### src/rtl/fp_add_seq_ctrl.sv
// fp_add_seq_ctrl: multi-cycle single-precision adder sequencer.
// Ports: clk, rst (sync, active-high), in_valid/in_ready/a/b operand
// handshake, out_valid/out_ready/result packed-sum handshake.
// Truncating rounding; denormal inputs are flushed to zero.

module barrelshift_right (
    input  logic [23:0] i_data,
    input  logic [4:0]  i_sm,
    output logic [23:0] o_data
);
    assign o_data = i_data >> i_sm;
endmodule

module barrelshift_left (
    input  logic [24:0] i_data,
    input  logic [4:0]  i_sm,
    output logic [24:0] o_data
);
    assign o_data = i_data << i_sm;
endmodule

module fp_add_seq_ctrl #(
    parameter int EXP_W = 8,
    parameter int MAN_W = 23
) (
    input  logic        clk,
    input  logic        rst,
    input  logic        in_valid,
    output logic        in_ready,
    input  logic [31:0] a,
    input  logic [31:0] b,
    output logic        out_valid,
    input  logic        out_ready,
    output logic [31:0] result
);
    typedef enum logic [2:0] {
        S_IDLE, S_ALIGN, S_ADD, S_NORM, S_DONE
    } state_t;

    state_t      r_state, w_next;
    logic [31:0] r_a, r_b, r_result;
    logic        r_sx, r_sub;
    logic [7:0]  r_ex;
    logic [23:0] r_mx, r_my;
    logic [24:0] r_sum;

    logic [7:0]  w_ea, w_eb, w_ex, w_ey, w_d;
    logic [22:0] w_fa, w_fb;
    logic [23:0] w_ma, w_mb, w_mx, w_my, w_my_sh, w_my_al;
    logic        w_swap, w_sx, w_sy;
    logic [4:0]  w_lz, w_sm;
    logic [24:0] w_nsh;
    logic signed [9:0] w_exp_n;
    logic [22:0] w_frac_n;
    logic        w_zero;
    logic [31:0] w_packed;

    // Unpack with flush-to-zero, then order by magnitude.
    assign w_ea = r_a[30:23];
    assign w_eb = r_b[30:23];
    assign w_fa = (w_ea != 8'd0) ? r_a[22:0] : 23'd0;
    assign w_fb = (w_eb != 8'd0) ? r_b[22:0] : 23'd0;
    assign w_ma = {w_ea != 8'd0, w_fa};
    assign w_mb = {w_eb != 8'd0, w_fb};
    assign w_swap = {w_eb, w_fb} > {w_ea, w_fa};
    assign w_ex = w_swap ? w_eb : w_ea;
    assign w_ey = w_swap ? w_ea : w_eb;
    assign w_mx = w_swap ? w_mb : w_ma;
    assign w_my = w_swap ? w_ma : w_mb;
    assign w_sx = w_swap ? r_b[31] : r_a[31];
    assign w_sy = w_swap ? r_a[31] : r_b[31];
    assign w_d  = w_ex - w_ey;

    barrelshift_right u_rsh (
        .i_data (w_my),
        .i_sm   (w_d[4:0]),
        .o_data (w_my_sh)
    );

    assign w_my_al = (w_d >= 8'd24) ? 24'd0 : w_my_sh;

    always_comb begin
        w_lz = 5'd0;
        for (int i = 0; i < 24; i++)
            if (r_sum[i]) w_lz = 5'(23 - i);
    end

    // No shift on carry-out, so the shifter output's top two bits
    // are nonzero exactly when the sum is nonzero.
    assign w_sm = r_sum[24] ? 5'd0 : w_lz;

    barrelshift_left u_lsh (
        .i_data (r_sum),
        .i_sm   (w_sm),
        .o_data (w_nsh)
    );

    assign w_zero = ~(w_nsh[24] | w_nsh[23]);
    assign w_frac_n = r_sum[24] ? w_nsh[23:1] : w_nsh[22:0];
    assign w_exp_n = r_sum[24]
        ? $signed({2'b00, r_ex}) + 10'sd1
        : $signed({2'b00, r_ex}) - $signed({5'b00000, w_lz});

    always_comb begin
        w_packed = {r_sx, w_exp_n[7:0], w_frac_n};
        if (w_zero)
            w_packed = 32'h0;
        else if (w_exp_n <= 10'sd0)
            w_packed = {r_sx, 31'h0};
        else if (w_exp_n >= 10'sd255)
            w_packed = {r_sx, 8'hFF, 23'h0};
    end

    always_ff @(posedge clk) begin
        if (rst) r_state <= S_IDLE;
        else     r_state <= w_next;
    end

    always_comb begin
        w_next    = r_state;
        in_ready  = 1'b0;
        out_valid = 1'b0;
        case (r_state)
            S_IDLE: begin
                in_ready = 1'b1;
                if (in_valid) w_next = S_ALIGN;
            end
            S_ALIGN: w_next = S_ADD;
            S_ADD:   w_next = S_NORM;
            S_NORM:  w_next = S_DONE;
            S_DONE: begin
                out_valid = 1'b1;
                if (out_ready) w_next = S_IDLE;
            end
            default: w_next = S_IDLE;
        endcase
    end

    always_ff @(posedge clk) begin
        if (rst) begin
            r_a      <= 32'h0;
            r_b      <= 32'h0;
            r_sx     <= 1'b0;
            r_sub    <= 1'b0;
            r_ex     <= 8'h0;
            r_mx     <= 24'h0;
            r_my     <= 24'h0;
            r_sum    <= 25'h0;
            r_result <= 32'h0;
        end else begin
            case (r_state)
                S_IDLE: begin
                    if (in_valid) begin
                        r_a <= a;
                        r_b <= b;
                    end
                end
                S_ALIGN: begin
                    r_sx  <= w_sx;
                    r_sub <= w_sx ^ w_sy;
                    r_ex  <= w_ex;
                    r_mx  <= w_mx;
                    r_my  <= w_my_al;
                end
                S_ADD: begin
                    if (r_sub) r_sum <= {1'b0, r_mx} - {1'b0, r_my};
                    else       r_sum <= {1'b0, r_mx} + {1'b0, r_my};
                end
                S_NORM: r_result <= w_packed;
                default: ;
            endcase
        end
    end

    assign result = r_result;
endmodule
### config.mk
export PLATFORM = sky130hd
export DESIGN_NAME = fp_add_seq_ctrl
export DESIGN_NICKNAME = d
export VERILOG_FILES = /design/src/rtl/fp_add_seq_ctrl.sv
export SDC_FILE = /design/constraint.sdc
export NUM_CORES = 1
export LEC_CHECK = 0
export CAP_MARGIN = 20
export CORE_AREA = 2 2 153 155
export DETAILED_ROUTE_END_ITERATION = 16
export DIE_AREA = 0 0 155 157
export PLACE_DENSITY_LB_ADDON = 0.15
export SLEW_MARGIN = 20
export SYNTH_ARGS = -nofsm -noshare
export SYNTH_HDL_FRONTEND = slang
export SYNTH_SLANG_ARGS = --single-unit
### constraint.sdc
create_clock -name clk -period 6.9 [get_ports clk]
set_input_delay 1.38 -clock clk [delete_from_list [all_inputs] [get_ports clk]]
set_output_delay 1.38 -clock clk [all_outputs]
set_load 0.005 [all_outputs]
==> results of run 1 <==
synthesized netlist by cell type (all sizes together), types with 8 or more instances:
master,instances,share of area (%)
nand2,336,9.4
a21oi,200,7.5
dfxtp,182,27
nor2,165,4.6
clkbuf,113,3.2
o21ai,79,2.9
inv,70,2.0
mux2i,65,4.9
ha,63,5.9
a211oi,61,3.4
nor3,48,1.8
nand3,42,1.6
xnor2,42,2.8
o31ai,30,1.9
nor4,27,1.3
mux2,20,1.7
o211ai,18,1.0
a22oi,14,0.78
and3,14,0.65
or3,14,0.65
buf,13,0.62
nand2b,13,0.61
nand4,13,0.61
a31oi,12,0.56
nor3b,12,0.67
a311oi,11,0.72
a32oi,11,0.72
and2,11,0.51
a21o,9,0.50
a221oi,9,0.59
o22ai,9,0.42
a2111oi,8,0.52
sequential cells by signal, indices dropped and copies added, names as in the netlist:
| name | count |
|---|---|
| r_a | 32 |
| r_b | 32 |
| result | 32 |
| r_sum | 25 |
| r_mx | 24 |
| r_my | 24 |
| r_ex | 8 |
| r_state | 3 |
| r_sub | 1 |
| r_sx | 1 |
cell families after synthesis:
group	synth area share (%)
muxes	7.293
adders and majority gates	6.174
buffers and inverters	5.829
DFF	27.16
and+or+nand+nor	24.10
AOI/OAI and AO/OA	26.20
xor gates and xnor gates	3.255
per-layer routing:
layer	vias to the layer above	track usage (%)	wire length (um)
li1	6748	-	-
met1	6541	41.89	17370
met2	633	62.16	21100
met3	144	5.507	2909
met4	0	20.55	2478
met5	-	0	0
cell usage in the layout (no fill, tap or decap), types with 47 or more instances in the layout:
master and n:
sky130_fd_sc_hd__dfxtp_1 182, sky130_fd_sc_hd__nor3_1 47, sky130_fd_sc_hd__o21ai_0 77, sky130_fd_sc_hd__mux2i_1 64, sky130_fd_sc_hd__clkdlybuf4s50_1 100, sky130_fd_sc_hd__nor2_1 164, sky130_fd_sc_hd__nand2_1 334, sky130_fd_sc_hd__ha_1 63
sky130_fd_sc_hd__a211oi_1 61, sky130_fd_sc_hd__a21oi_1 199, sky130_fd_sc_hd__inv_1 68
final timing paths:
check	cells past startpoint	end	slack, ns	from
worst max-delay path	20	r_my[22]$_SDFFE_PP0P_	0.51	r_a[27]$_SDFFE_PP0P_
worst min-delay path	2	result[31]$_SDFFE_PP0P_	0.46	result[31]$_SDFFE_PP0P_
worst max register to register	20	r_my[22]$_SDFFE_PP0P_	0.51	r_a[27]$_SDFFE_PP0P_
worst min register to register	2	result[31]$_SDFFE_PP0P_	0.46	result[31]$_SDFFE_PP0P_
what timing repair did:
item / in CTS / in global routing
endpoints found under the hold margin: 0 / 0
endpoints found under the setup margin: 0 / 1
resized for setup: 0 / 1
power by group:
group | internal (W) | leakage (nW) | switching [W]
sequential | 0.00113 | 1.48 | 0.000124
combinational | 0.00121 | 4.00 | 0.00234
clock | 0.000498 | 0.295 | 0.000491
per-stage QoR:
stage / hold WS [ns] / instances / area, um^2 / setup slack, ns
CTS: 0.4591 / 2166 / 15090 / 0.5431
finish: 0.4562 / 2166 / 15100 / 0.5107
detailed placement: 0.4465 / 2134 / 14500 / 0.6161
floorplan: 0.4317 / 1850 / 13420 / 0.9717
global route: 0.4713 / 2166 / 15100 / 0.06030
global placement: 0.4350 / 2134 / 14500 / 0.8696
cell type report:
| cell class | count | share of cell area, % |
|---|---|---|
| multi-input cells | 1469 | 59.88 |
| flip-flops and latches | 182 | 24.13 |
| repair buffers | 125 | 7.872 |
| clock buffers | 18 | 2.909 |
| well taps | 285 | 2.362 |
| inverters | 73 | 1.815 |
| clock inverters | 14 | 1.036 |
worst register-to-register path: cells and delay by family (launching register included):
kind,cells,cell delay (ns)
mux,1,0.12
flops,1,0.36
fa+ha+maj,2,0.45
simple gates,9,3.07
compound gates,8,2.30
==> impl_results.html, run 1 <==
<table>
<tr><th>Metric</th><th>Value</th></tr>
<tr><th colspan="2">Die</th></tr>
<tr><td>Width of the die</td><td>155 um</td></tr>
<tr><td>Site row count</td><td>55</td></tr>
<tr><td>Area of the die</td><td>0.02434 mm^2</td></tr>
<tr><td>Starting density of the core</td><td>59.62%</td></tr>
<tr><td>Standard cell core area</td><td>0.02250 mm^2</td></tr>
<tr><td>Die span in y</td><td>157 um</td></tr>
<tr><td>Count of boundary I/O pins</td><td>102</td></tr>
<tr><th colspan="2">STA</th></tr>
<tr><td>RSZ-0062 raised after global routing</td><td>false</td></tr>
<tr><td>Setup TNS Final</td><td>0 ns</td></tr>
<tr><td>Final hold violation count</td><td>0</td></tr>
<tr><td>Actual transition at the worst max-transition pin</td><td>1.005 ns</td></tr>
<tr><td>Final worst clock skew</td><td>0.01519 ns</td></tr>
<tr><td>Normalized max-slew margin</td><td>32.53%</td></tr>
<tr><td>Share of the clock period used by the worst path</td><td>92.60%</td></tr>
<tr><td>Time the final worst path needs with I/O delays and setup</td><td>6.389 ns</td></tr>
<tr><td>Fmax</td><td>0.1565 GHz</td></tr>
<tr><td>Number of pins exceeding their max-slew limit in the final report</td><td>0</td></tr>
<tr><td>Number of failing setup endpoints in the final timing report</td><td>0</td></tr>
<tr><th colspan="2">Finish</th></tr>
<tr><td>Post-Route Utilization</td><td>67.10%</td></tr>
<tr><td>Multi-input gate area in the final layout</td><td>0.009041 mm^2</td></tr>
<tr><td>Synthesis-to-layout area growth</td><td>12.54%</td></tr>
<tr><td>Number of antenna diodes</td><td>0</td></tr>
<tr><td>Fill cells</td><td>1966</td></tr>
<tr><td>Area occupied by registers</td><td>0.003643 mm^2</td></tr>
<tr><td>Number of nets in the finished design</td><td>2001</td></tr>
<tr><td>Fraction of final layout cells sized beyond drive strength 1</td><td>5.901%</td></tr>
<tr><th colspan="2">Clock network</th></tr>
<tr><td>H-tree Lvls</td><td>4</td></tr>
<tr><td>CTS tree</td><td>built</td></tr>
<tr><td>Hold-fix buffers, CTS</td><td>0</td></tr>
<tr><td>Worst skew pair latency</td><td>0.45 ns</td></tr>
<tr><td>CTS clock-pin slew for the worst setup and hold paths</td><td>0.08 ns</td></tr>
<tr><td>Number of buffers added by the clock tree synthesis step</td><td>17</td></tr>
<tr><td>Total number of clock tree sinks</td><td>182</td></tr>
<tr><td>Buffer type at the clock tree root</td><td>sky130_fd_sc_hd__clkbuf_16</td></tr>
<tr><td>Post-CTS Repair Setup Buffers</td><td>0</td></tr>
<tr><td>Maximum root-to-sink buffer count</td><td>2</td></tr>
<tr><th colspan="2">Global route</th></tr>
<tr><td>Initial antenna violation count</td><td>0</td></tr>
<tr><td>Via count of the first global-routing pass</td><td>12989</td></tr>
<tr><td>Largest net degree at the start of global routing</td><td>75</td></tr>
<tr><td>First-pass GRT wire length</td><td>68.77 mm</td></tr>
<tr><td>Total Routing Usage GR</td><td>35.70%</td></tr>
<tr><td>Final global-route overflow total</td><td>0</td></tr>
<tr><th colspan="2">Synthesis</th></tr>
<tr><td>Ys Warns</td><td>0</td></tr>
<tr><td>Synthesized instance count</td><td>1850</td></tr>
<tr><td>Number of flops mapped to enable cells by yosys</td><td>0</td></tr>
<tr><td>Avg Inst Size Synth</td><td>7.252 um^2</td></tr>
<tr><td>Count of unique library cells instantiated by Yosys</td><td>77</td></tr>
<tr><td>Sequential-to-total area share from yosys stat</td><td>27.16%</td></tr>
<tr><td>Yosys reg bits</td><td>182</td></tr>
<tr><td>Most common flop cell mapped by yosys</td><td>sky130_fd_sc_hd__dfxtp_1</td></tr>
<tr><td>Net count after synthesis</td><td>1983</td></tr>
<tr><td>Combined area of all synthesized cells</td><td>0.01342 mm^2</td></tr>
<tr><td>Proportion of synthesized flip-flops having asynchronous set or reset</td><td>0%</td></tr>
<tr><th colspan="2">Setup path</th></tr>
<tr><td>Worst-path maximum fanout</td><td>24</td></tr>
<tr><td>Number of buffer and inverter instances along the worst setup path</td><td>0</td></tr>
<tr><td>Crit path DAT</td><td>6.73 ns</td></tr>
<tr><td>Cell breakdown of the critical path</td><td>nor4_1 -&gt; nand2_1 -&gt; nand2_1 -&gt; ha_1 -&gt; nand4_1 -&gt; nor4_1 -&gt; o2111ai_1 -&gt; and3b_1 -&gt; a21o_1 -&gt; mux2i_1 -&gt; ha_1 -&gt; nand2_1 -&gt; nand2_1 -&gt; a211oi_1 -&gt; a311oi_1 -&gt; nor2_1 -&gt; o22ai_1 -&gt; a221o_1 -&gt; a211o_1 -&gt; o31ai_1</td></tr>
<tr><td>Type of the setup path with the least slack</td><td>reg -&gt; reg</td></tr>
<tr><td>Longest individual stage delay on the worst path</td><td>0.63 ns</td></tr>
<tr><td>Family with the most delay on the worst path</td><td>simple AND/OR/NAND/NOR gates</td></tr>
<tr><td>Crit path top cell by count</td><td>sky130_fd_sc_hd__nand2_1</td></tr>
<tr><td>Worst Setup End Kind</td><td>flop</td></tr>
<tr><td>Cell type of the slowest stage on the worst timing path</td><td>sky130_fd_sc_hd__nand2_1</td></tr>
<tr><td>Data required time at the worst endpoint</td><td>7.24 ns</td></tr>
<tr><td>Startpoint class of the critical path</td><td>flop</td></tr>
<tr><th colspan="2">Place</th></tr>
<tr><td>Port Buf Inserts</td><td>101</td></tr>
<tr><td>Final Wtd Congestion</td><td>1.048</td></tr>
<tr><td>Half-perimeter wire length after placement</td><td>33.11 mm</td></tr>
<tr><th colspan="2">Min path</th></tr>
<tr><td>Class of the most critical hold timing path</td><td>reg -&gt; reg</td></tr>
<tr><th colspan="2">Route</th></tr>
<tr><td>Final wirelength</td><td>43.85 mm</td></tr>
<tr><td>Post-detailed-route DRC marker count</td><td>0</td></tr>
<tr><td>Count of nets left with antenna violations after detail routing</td><td>0</td></tr>
<tr><td>DR pass1 iterations</td><td>6</td></tr>
<tr><td>Drt wl/cell</td><td>20.24 um</td></tr>
<tr><td>Number of vias in the routed layout</td><td>14066</td></tr>
<tr><td>Drt initial violations</td><td>1461</td></tr>
<tr><td>Via count normalized by instance count</td><td>6.494</td></tr>
<tr><th colspan="2">Power</th></tr>
<tr><td>Leakage power summed over all cells</td><td>5.780 nW</td></tr>
<tr><td>Post-route total power</td><td>0.005797 W</td></tr>
<tr><td>Power per cell area</td><td>383.9 mW/mm^2</td></tr>
<tr><td>Worst VDD drop</td><td>0.0002093 V</td></tr>
<tr><th colspan="2">Status</th></tr>
<tr><td>Result of the run</td><td>complete, no violations</td></tr>
<tr><th colspan="2">Flow run</th></tr>
<tr><td>Max_cap viols</td><td>0</td></tr>
</table>
No activity file was read; power rests on OpenSTA's default activity.
==> run 2, diff against run 1 <==
--- a/config.mk
+++ b/config.mk
@@ -10,7 +10,6 @@
 export DETAILED_ROUTE_END_ITERATION = 16
 export DIE_AREA = 0 0 155 157
 export PLACE_DENSITY_LB_ADDON = 0.15
-export SLEW_MARGIN = 20
 export SYNTH_ARGS = -nofsm -noshare
 export SYNTH_HDL_FRONTEND = slang
 export SYNTH_SLANG_ARGS = --single-unit
==> impl_results.html, run 2 (synthesis results as in run 1) <==
<table>
<tr><th>Metric</th><th>Value</th></tr>
<tr><th colspan="2">Clock network</th></tr>
<tr><td>Worst skew pair latency</td><td>0.44 ns (about the same)</td></tr>
<tr><td>Post-CTS Repair Setup Buffers</td><td>0 (unchanged)</td></tr>
<tr><td>Number of buffers added by the clock tree synthesis step</td><td>17 (unchanged)</td></tr>
<tr><td>Total number of clock tree sinks</td><td>182 (unchanged)</td></tr>
<tr><td>H-tree Lvls</td><td>4 (unchanged)</td></tr>
<tr><td>Hold-fix buffers, CTS</td><td>0 (unchanged)</td></tr>
<tr><td>Buffer type at the clock tree root</td><td>sky130_fd_sc_hd__clkbuf_16</td></tr>
<tr><td>CTS tree</td><td>built</td></tr>
<tr><td>CTS clock-pin slew for the worst setup and hold paths</td><td>0.08 ns (about the same)</td></tr>
<tr><td>Maximum root-to-sink buffer count</td><td>2 (unchanged)</td></tr>
<tr><th colspan="2">Setup path</th></tr>
<tr><td>Data required time at the worst endpoint</td><td>7.24 ns (about the same)</td></tr>
<tr><td>Type of the setup path with the least slack</td><td>reg -&gt; reg</td></tr>
<tr><td>Crit path DAT</td><td>6.71 ns (-0.02 ns)</td></tr>
<tr><td>Worst-path maximum fanout</td><td>24 (unchanged)</td></tr>
<tr><td>Startpoint class of the critical path</td><td>flop</td></tr>
<tr><td>Worst Setup End Kind</td><td>flop</td></tr>
<tr><th colspan="2">Power</th></tr>
<tr><td>Power per cell area</td><td>383.9 mW/mm^2 (about the same)</td></tr>
<tr><td>Cell Int Power</td><td>0.002851 W (+0.12%)</td></tr>
<tr><td>Worst VDD drop</td><td>0.0002059 V (-1.6%)</td></tr>
<tr><td>Part of the power in the clock network</td><td>17.0% (about the same)</td></tr>
<tr><td>Switching Share</td><td>50.87% (about the same)</td></tr>
<tr><td>Leakage power summed over all cells</td><td>5.787 nW (+0.11%)</td></tr>
<tr><td>Sw Pwr</td><td>0.002952 W (about the same)</td></tr>
<tr><td>Logic pwr share</td><td>61.3% (about the same)</td></tr>
<tr><td>Portion of total power attributed to sequential cells</td><td>21.7% (about the same)</td></tr>
<tr><th colspan="2">STA</th></tr>
<tr><td>Number of failing setup endpoints in the final timing report</td><td>0 (unchanged)</td></tr>
<tr><td>Normalized max-slew margin</td><td>31.23% (-1.3 points)</td></tr>
<tr><td>Number of pins exceeding their max-slew limit in the final report</td><td>0 (unchanged)</td></tr>
<tr><td>Final worst clock skew</td><td>0.01556 ns (+0.0003760 ns)</td></tr>
<tr><td>Setup TNS Final</td><td>0 ns (unchanged)</td></tr>
<tr><td>Tightest hold margin</td><td>0.4562 ns (+0.00004000 ns)</td></tr>
<tr><td>Actual transition at the worst max-transition pin</td><td>1.024 ns (+0.01931 ns)</td></tr>
<tr><td>Final hold violation count</td><td>0 (unchanged)</td></tr>
<tr><td>Fmax</td><td>0.1570 GHz (+0.30%)</td></tr>
<tr><td>Time the final worst path needs with I/O delays and setup</td><td>6.370 ns (-0.01899 ns)</td></tr>
<tr><td>Worst path setup slack after routing</td><td>0.5297 ns (+0.01899 ns)</td></tr>
<tr><td>RSZ-0062 raised after global routing</td><td>false</td></tr>
<tr><td>Share of the clock period used by the worst path</td><td>92.32% (-0.28 points)</td></tr>
<tr><th colspan="2">Place</th></tr>
<tr><td>Number of cells in the design after placement</td><td>2134 (unchanged)</td></tr>
<tr><td>Dpl cell area</td><td>0.01450 mm^2 (unchanged)</td></tr>
<tr><td>Half-perimeter wire length after placement</td><td>33.11 mm (unchanged)</td></tr>
<tr><td>Final Wtd Congestion</td><td>1.048 (unchanged)</td></tr>
<tr><td>Port Buf Inserts</td><td>101 (unchanged)</td></tr>
<tr><td>Setup Slack @ Placement</td><td>0.6161 ns (unchanged)</td></tr>
<tr><th colspan="2">Route</th></tr>
<tr><td>Via count normalized by instance count</td><td>6.508 (+0.21%)</td></tr>
<tr><td>Number of vias in the routed layout</td><td>14102 (+0.26%)</td></tr>
<tr><td>Drt wl/cell</td><td>20.22 um (-0.14%)</td></tr>
<tr><td>DR pass1 iterations</td><td>6 (unchanged)</td></tr>
<tr><td>Count of nets left with antenna violations after detail routing</td><td>0 (unchanged)</td></tr>
<tr><td>Final wirelength</td><td>43.81 mm (about the same)</td></tr>
<tr><td>Post-detailed-route DRC marker count</td><td>0 (unchanged)</td></tr>
<tr><td>Drt initial violations</td><td>1450 (-0.75%)</td></tr>
<tr><th colspan="2">Flow run</th></tr>
<tr><td>Max_cap viols</td><td>0 (unchanged)</td></tr>
<tr><th colspan="2">Global route</th></tr>
<tr><td>Total Routing Usage GR</td><td>35.70% (unchanged)</td></tr>
<tr><td>First-pass GRT wire length</td><td>68.77 mm (unchanged)</td></tr>
<tr><td>Initial antenna violation count</td><td>0 (unchanged)</td></tr>
<tr><td>Via count of the first global-routing pass</td><td>12989 (unchanged)</td></tr>
<tr><td>Largest net degree at the start of global routing</td><td>75 (unchanged)</td></tr>
<tr><td>Final global-route overflow total</td><td>0 (unchanged)</td></tr>
<tr><th colspan="2">Finish</th></tr>
<tr><td>Number of antenna diodes</td><td>0 (unchanged)</td></tr>
<tr><td>Synthesis-to-layout area growth</td><td>12.66% (about the same)</td></tr>
<tr><td>Number of nets in the finished design</td><td>2002 (+0.050%)</td></tr>
<tr><td>Top library cells by usage in the layout, fill and taps aside</td><td>sky130_fd_sc_hd__nand2_1, sky130_fd_sc_hd__a21oi_1, sky130_fd_sc_hd__dfxtp_1</td></tr>
<tr><td>Fill cells</td><td>1957 (-0.46%)</td></tr>
<tr><td>Final design instance area without fill</td><td>0.01511 mm^2 (about the same)</td></tr>
<tr><td>Number of cells in the finished layout apart from fillers</td><td>2167 (+0.046%)</td></tr>
<tr><td>Fraction of final layout cells sized beyond drive strength 1</td><td>5.951% (+0.050 points)</td></tr>
<tr><td>Most common cell after layout, fill and taps aside</td><td>sky130_fd_sc_hd__nand2_1</td></tr>
<tr><th colspan="2">Die</th></tr>
<tr><td>Site row count</td><td>55 (unchanged)</td></tr>
<tr><td>Starting density of the core</td><td>59.62% (unchanged)</td></tr>
<tr><td>Count of boundary I/O pins</td><td>102 (unchanged)</td></tr>
<tr><td>Width of the die</td><td>155 um (unchanged)</td></tr>
<tr><td>Area of the die</td><td>0.02434 mm^2 (unchanged)</td></tr>
<tr><td>Standard cell core area</td><td>0.02250 mm^2 (unchanged)</td></tr>
<tr><td>Die span in y</td><td>157 um (unchanged)</td></tr>
<tr><th colspan="2">Status</th></tr>
<tr><td>Result of the run</td><td>complete, no violations</td></tr>
<tr><th colspan="2">Min path</th></tr>
<tr><td>Class of the most critical hold timing path</td><td>reg -&gt; reg</td></tr>
</table>
-- run 2: stage by stage --
stage | util, % | power (W)
2_1_floorplan | - | 0.003775
3_3_place_gp | 64.42 | 0.004691
3_5_place_dp | 64.42 | 0.004708
4_1_cts | 67.07 | 0.005710
5_1_grt | 67.17 | 0.006143
6_report | 67.17 | 0.005803
-- run 2: layer usage --
metal | GRT usage (%) | up-vias | part of all wire, %
li1 | - | 6736 | -
met5 | 0 | - | 0
met1 | 41.89 | 6576 | 39
met3 | 5.507 | 148 | 6.9
met2 | 62.16 | 642 | 48
met4 | 20.55 | 0 | 5.7
-- run 2: worst paths after layout --
| path | startpoint | to | slack (ns) | depth (start not counted) |
|---|---|---|---|---|
| worst max-delay path | r_a[27]$_SDFFE_PP0P_ | r_my[22]$_SDFFE_PP0P_ | 0.53 | 20 |
| worst min-delay path | result[31]$_SDFFE_PP0P_ | result[31]$_SDFFE_PP0P_ | 0.46 | 2 |
| worst max register to register | r_a[27]$_SDFFE_PP0P_ | r_my[22]$_SDFFE_PP0P_ | 0.53 | 20 |
| worst min register to register | result[31]$_SDFFE_PP0P_ | result[31]$_SDFFE_PP0P_ | 0.46 | 2 |
-- run 2: final cells by class --
cell class	instances	area, um^2	area share (%)
clock buffer	18	439.2	2.906
timing repair buffer	126	1209	7.997
tap	285	356.6	2.359
inverter	73	274.0	1.813
sequential	182	3643	24.11
clock inverter	14	156.4	1.035
multi-input combinational	1469	9036	59.78
-- run 2: what timing repair did --
item | CTS | global route
resized for setup | 0 | 1
endpoints found under the hold margin | 0 | 0
setup endpoints to repair | 0 | 1
-- run 2: power groups by stage --
stage,sequential (W),clock [W],combinational [W]
floorplan,0.00121,0,0.00257
finish,0.00126,0.000987,0.00356
global route,0.00127,0.00105,0.00383
detailed placement,0.00128,0,0.00343
CTS,0.00125,0.00100,0.00346
global placement,0.00127,0,0.00342
-- run 2: critical path, stage by stage, from the launching register on --
cell and delay, ns:
sky130_fd_sc_hd__dfxtp_1 0.36, sky130_fd_sc_hd__nor4_1 0.42, sky130_fd_sc_hd__nand2_1 0.62, sky130_fd_sc_hd__nand2_1 0.35, sky130_fd_sc_hd__ha_1 0.20, sky130_fd_sc_hd__nand4_1 0.14
sky130_fd_sc_hd__nor4_1 0.53, sky130_fd_sc_hd__o2111ai_1 0.29, sky130_fd_sc_hd__and3b_1 0.38, sky130_fd_sc_hd__a21o_1 0.25, sky130_fd_sc_hd__mux2i_1 0.12, sky130_fd_sc_hd__ha_1 0.25
sky130_fd_sc_hd__nand2_1 0.10, sky130_fd_sc_hd__nand2_1 0.06, sky130_fd_sc_hd__a211oi_1 0.19, sky130_fd_sc_hd__a311oi_1 0.10, sky130_fd_sc_hd__nor2_1 0.43, sky130_fd_sc_hd__o22ai_1 0.12
sky130_fd_sc_hd__a221o_1 0.36, sky130_fd_sc_hd__a211o_1 0.58, sky130_fd_sc_hd__o31ai_1 0.39
==> run 3, diff against run 2 <==
--- a/config.mk
+++ b/config.mk
@@ -10,6 +10,7 @@
 export DETAILED_ROUTE_END_ITERATION = 16
 export DIE_AREA = 0 0 155 157
 export PLACE_DENSITY_LB_ADDON = 0.15
+export SETUP_SLACK_MARGIN = 0.2
 export SYNTH_ARGS = -nofsm -noshare
 export SYNTH_HDL_FRONTEND = slang
 export SYNTH_SLANG_ARGS = --single-unit
==> impl_results.html, run 3 (synthesis results as in run 1) <==
<table>
<tr><th>Metric</th><th>Value</th></tr>
<tr><th colspan="2">Global route</th></tr>
<tr><td>Largest net degree at the start of global routing</td><td>75 (unchanged)</td></tr>
<tr><td>Via count of the first global-routing pass</td><td>12989 (unchanged)</td></tr>
<tr><td>First-pass GRT wire length</td><td>68.77 mm (unchanged)</td></tr>
<tr><td>Final global-route overflow total</td><td>0 (unchanged)</td></tr>
<tr><td>Total Routing Usage GR</td><td>35.70% (unchanged)</td></tr>
<tr><td>Initial antenna violation count</td><td>0 (unchanged)</td></tr>
<tr><th colspan="2">Finish</th></tr>
<tr><td>Number of antenna diodes</td><td>0 (unchanged)</td></tr>
<tr><td>Area occupied by registers</td><td>0.003643 mm^2 (unchanged)</td></tr>
<tr><td>Multi-input gate area in the final layout</td><td>0.009039 mm^2 (about the same)</td></tr>
<tr><td>Final design instance area without fill</td><td>0.01512 mm^2 (about the same)</td></tr>
<tr><td>Fill cells</td><td>1956 (-0.051%)</td></tr>
<tr><td>Most common cell after layout, fill and taps aside</td><td>sky130_fd_sc_hd__nand2_1</td></tr>
<tr><td>Post-Route Utilization</td><td>67.18% (about the same)</td></tr>
<tr><td>Top library cells by usage in the layout, fill and taps aside</td><td>sky130_fd_sc_hd__nand2_1, sky130_fd_sc_hd__a21oi_1, sky130_fd_sc_hd__dfxtp_1</td></tr>
<tr><td>Fraction of final layout cells sized beyond drive strength 1</td><td>6.004% (+0.053 points)</td></tr>
<tr><td>Number of nets in the finished design</td><td>2002 (unchanged)</td></tr>
<tr><td>Synthesis-to-layout area growth</td><td>12.67% (about the same)</td></tr>
<tr><th colspan="2">Setup path</th></tr>
<tr><td>Worst setup path startpoint</td><td>r_b[28]$_SDFFE_PP0P_</td></tr>
<tr><td>FF-to-FF setup slack</td><td>0.64 ns (+0.11 ns)</td></tr>
<tr><td>Worst Setup End Kind</td><td>flop</td></tr>
<tr><td>Worst-path maximum fanout</td><td>25 (+4.2%)</td></tr>
<tr><td>Worst r2r dst</td><td>r_my[22]$_SDFFE_PP0P_</td></tr>
<tr><td>Data required time at the worst endpoint</td><td>7.24 ns (about the same)</td></tr>
<tr><td>RR Startpoint</td><td>r_b[28]$_SDFFE_PP0P_</td></tr>
<tr><td>Startpoint class of the critical path</td><td>flop</td></tr>
<tr><td>Worst r2r path cells</td><td>20 (unchanged)</td></tr>
<tr><td>Capture point of the worst path</td><td>r_my[22]$_SDFFE_PP0P_</td></tr>
<tr><td>Type of the setup path with the least slack</td><td>reg -&gt; reg</td></tr>
<tr><td>Crit path DAT</td><td>6.59 ns (-0.12 ns)</td></tr>
<tr><th colspan="2">Power</th></tr>
<tr><td>Worst VDD drop</td><td>0.0002051 V (-0.39%)</td></tr>
<tr><td>Leakage power summed over all cells</td><td>5.787 nW (about the same)</td></tr>
<tr><td>Power per cell area</td><td>383.8 mW/mm^2 (about the same)</td></tr>
<tr><th colspan="2">Clock network</th></tr>
<tr><td>CTS tree</td><td>built</td></tr>
<tr><td>CTS clock-pin slew for the worst setup and hold paths</td><td>0.08 ns (about the same)</td></tr>
<tr><td>Total number of clock tree sinks</td><td>182 (unchanged)</td></tr>
<tr><td>Buffer type at the clock tree root</td><td>sky130_fd_sc_hd__clkbuf_16</td></tr>
<tr><td>H-tree Lvls</td><td>4 (unchanged)</td></tr>
<tr><td>Maximum root-to-sink buffer count</td><td>2 (unchanged)</td></tr>
<tr><td>Hold-fix buffers, CTS</td><td>0 (unchanged)</td></tr>
<tr><td>Number of buffers added by the clock tree synthesis step</td><td>17 (unchanged)</td></tr>
<tr><td>Worst skew pair latency</td><td>0.44 ns (about the same)</td></tr>
<tr><th colspan="2">Route</th></tr>
<tr><td>Drt initial violations</td><td>1451 (+0.069%)</td></tr>
<tr><td>Number of vias in the routed layout</td><td>14108 (+0.043%)</td></tr>
<tr><td>DR pass1 iterations</td><td>6 (unchanged)</td></tr>
<tr><td>Final wirelength</td><td>43.79 mm (about the same)</td></tr>
<tr><td>Via count normalized by instance count</td><td>6.510 (about the same)</td></tr>
<tr><td>Post-detailed-route DRC marker count</td><td>0 (unchanged)</td></tr>
<tr><td>Count of nets left with antenna violations after detail routing</td><td>0 (unchanged)</td></tr>
<tr><td>Drt wl/cell</td><td>20.21 um (about the same)</td></tr>
<tr><th colspan="2">STA</th></tr>
<tr><td>Final hold violation count</td><td>0 (unchanged)</td></tr>
<tr><td>Fmax</td><td>0.1598 GHz (+1.8%)</td></tr>
<tr><td>Share of the clock period used by the worst path</td><td>90.68% (-1.6 points)</td></tr>
<tr><td>RSZ-0062 raised after global routing</td><td>false</td></tr>
<tr><td>Number of failing setup endpoints in the final timing report</td><td>0 (unchanged)</td></tr>
<tr><td>Time the final worst path needs with I/O delays and setup</td><td>6.257 ns (-0.1136 ns)</td></tr>
<tr><td>Setup TNS Final</td><td>0 ns (unchanged)</td></tr>
<tr><td>Actual transition at the worst max-transition pin</td><td>1.026 ns (+0.001582 ns)</td></tr>
<tr><td>Final worst clock skew</td><td>0.01557 ns (+0.000001800 ns)</td></tr>
<tr><td>Number of pins exceeding their max-slew limit in the final report</td><td>0 (unchanged)</td></tr>
<tr><td>Normalized max-slew margin</td><td>31.13% (-0.11 points)</td></tr>
<tr><th colspan="2">Flow run</th></tr>
<tr><td>Max_cap viols</td><td>0 (unchanged)</td></tr>
<tr><th colspan="2">Die</th></tr>
<tr><td>Die span in y</td><td>157 um (unchanged)</td></tr>
<tr><td>Count of boundary I/O pins</td><td>102 (unchanged)</td></tr>
<tr><td>Starting density of the core</td><td>59.62% (unchanged)</td></tr>
<tr><td>Site row count</td><td>55 (unchanged)</td></tr>
<tr><td>Width of the die</td><td>155 um (unchanged)</td></tr>
<tr><td>Area of the die</td><td>0.02434 mm^2 (unchanged)</td></tr>
<tr><td>Standard cell core area</td><td>0.02250 mm^2 (unchanged)</td></tr>
<tr><th colspan="2">Min path</th></tr>
<tr><td>Class of the most critical hold timing path</td><td>reg -&gt; reg</td></tr>
<tr><th colspan="2">Place</th></tr>
<tr><td>Half-perimeter wire length after placement</td><td>33.11 mm (unchanged)</td></tr>
<tr><td>Port Buf Inserts</td><td>101 (unchanged)</td></tr>
<tr><td>Final Wtd Congestion</td><td>1.048 (unchanged)</td></tr>
<tr><td>Dpl cell area</td><td>0.01450 mm^2 (unchanged)</td></tr>
<tr><th colspan="2">Status</th></tr>
<tr><td>Result of the run</td><td>complete, no violations</td></tr>
</table>
-- run 3: cell counts in the layout (fill, tap and decap cells not counted) --
No cell type changed its count.
-- run 3: what timing repair did --
action,in CTS,in global routing
resized for setup,0,2
endpoints found under the hold margin,0,0
buffers inserted,0,0
endpoints found under the setup margin,0,24
-- run 3: layer usage --
layer / track usage (%) / vias to the layer above / part of all wire [%]
met5: 0 / - / 0
met4: 20.55 / 0 / 5.8
met3: 5.507 / 153 / 7.0
met2: 62.16 / 650 / 48
met1: 41.89 / 6566 / 39
li1: - / 6739 / -
-- run 3: worst min-delay path by stage --
| stage | from | to | slack, ns | cells past startpoint |
|---|---|---|---|---|
| finish | result[31]$_SDFFE_PP0P_ | result[31]$_SDFFE_PP0P_ | 0.46 | 2 |
| global route | result[31]$_SDFFE_PP0P_ | result[31]$_SDFFE_PP0P_ | 0.47 | 2 |
| CTS | result[31]$_SDFFE_PP0P_ | result[31]$_SDFFE_PP0P_ | 0.46 | 2 |
| detailed placement | result[10]$_SDFFE_PP0P_ | result[10]$_SDFFE_PP0P_ | 0.45 | 2 |
| global placement | result[13]$_SDFFE_PP0P_ | result[13]$_SDFFE_PP0P_ | 0.43 | 2 |
| floorplan | r_a[0]$_SDFFE_PP0P_ | r_a[0]$_SDFFE_PP0P_ | 0.43 | 2 |
-- run 3: area by class of cell --
type / instances / share of cell area [%]
Clock buffer: 18 / 2.905
Clock inverter: 14 / 1.035
Inverter: 73 / 1.813
Multi-Input combinational cell: 1469 / 59.79
Sequential cell: 182 / 24.10
Tap cell: 285 / 2.359
Timing Repair Buffer: 126 / 7.995
-- run 3: through the flow --
step	power, W	instances	worst slack, ns	hold slack, ns
3_5_place_dp	0.004708	2134	0.6161	0.4465
4_1_cts	0.005710	2166	0.5431	0.4591
6_report	0.005802	2167	0.6433	0.4562
2_1_floorplan	0.003775	1850	0.9717	0.4317
5_1_grt	0.006144	2167	0.2337	0.4713
3_3_place_gp	0.004691	2134	0.8696	0.4350
-- run 3: where the power goes --
group | total [W] | switching (W) | internal, W | leakage (nW)
registers | 0.00126 | 0.000123 | 0.00113 | 1.48
clock network | 0.000987 | 0.000489 | 0.000498 | 0.295
logic | 0.00356 | 0.00234 | 0.00122 | 4.01
total | 0.00580 | 0.00295 | 0.00285 | 5.79
-- run 3: worst max-delay path: stages, from the launching register on --
cell and delay, ns:
sky130_fd_sc_hd__dfxtp_1 0.37, sky130_fd_sc_hd__nor4_1 0.43, sky130_fd_sc_hd__nand2_2 0.39, sky130_fd_sc_hd__and2_1 0.34, sky130_fd_sc_hd__ha_1 0.33, sky130_fd_sc_hd__nand4_1 0.13
sky130_fd_sc_hd__nor4_1 0.52, sky130_fd_sc_hd__o2111ai_1 0.29, sky130_fd_sc_hd__and3b_1 0.38, sky130_fd_sc_hd__a21o_1 0.25, sky130_fd_sc_hd__mux2i_1 0.12, sky130_fd_sc_hd__ha_1 0.25
sky130_fd_sc_hd__nand2_1 0.10, sky130_fd_sc_hd__nand2_1 0.06, sky130_fd_sc_hd__a211oi_1 0.19, sky130_fd_sc_hd__a311oi_1 0.10, sky130_fd_sc_hd__nor2_1 0.43, sky130_fd_sc_hd__o22ai_1 0.12
sky130_fd_sc_hd__a221o_1 0.36, sky130_fd_sc_hd__a211o_1 0.58, sky130_fd_sc_hd__o31ai_1 0.39
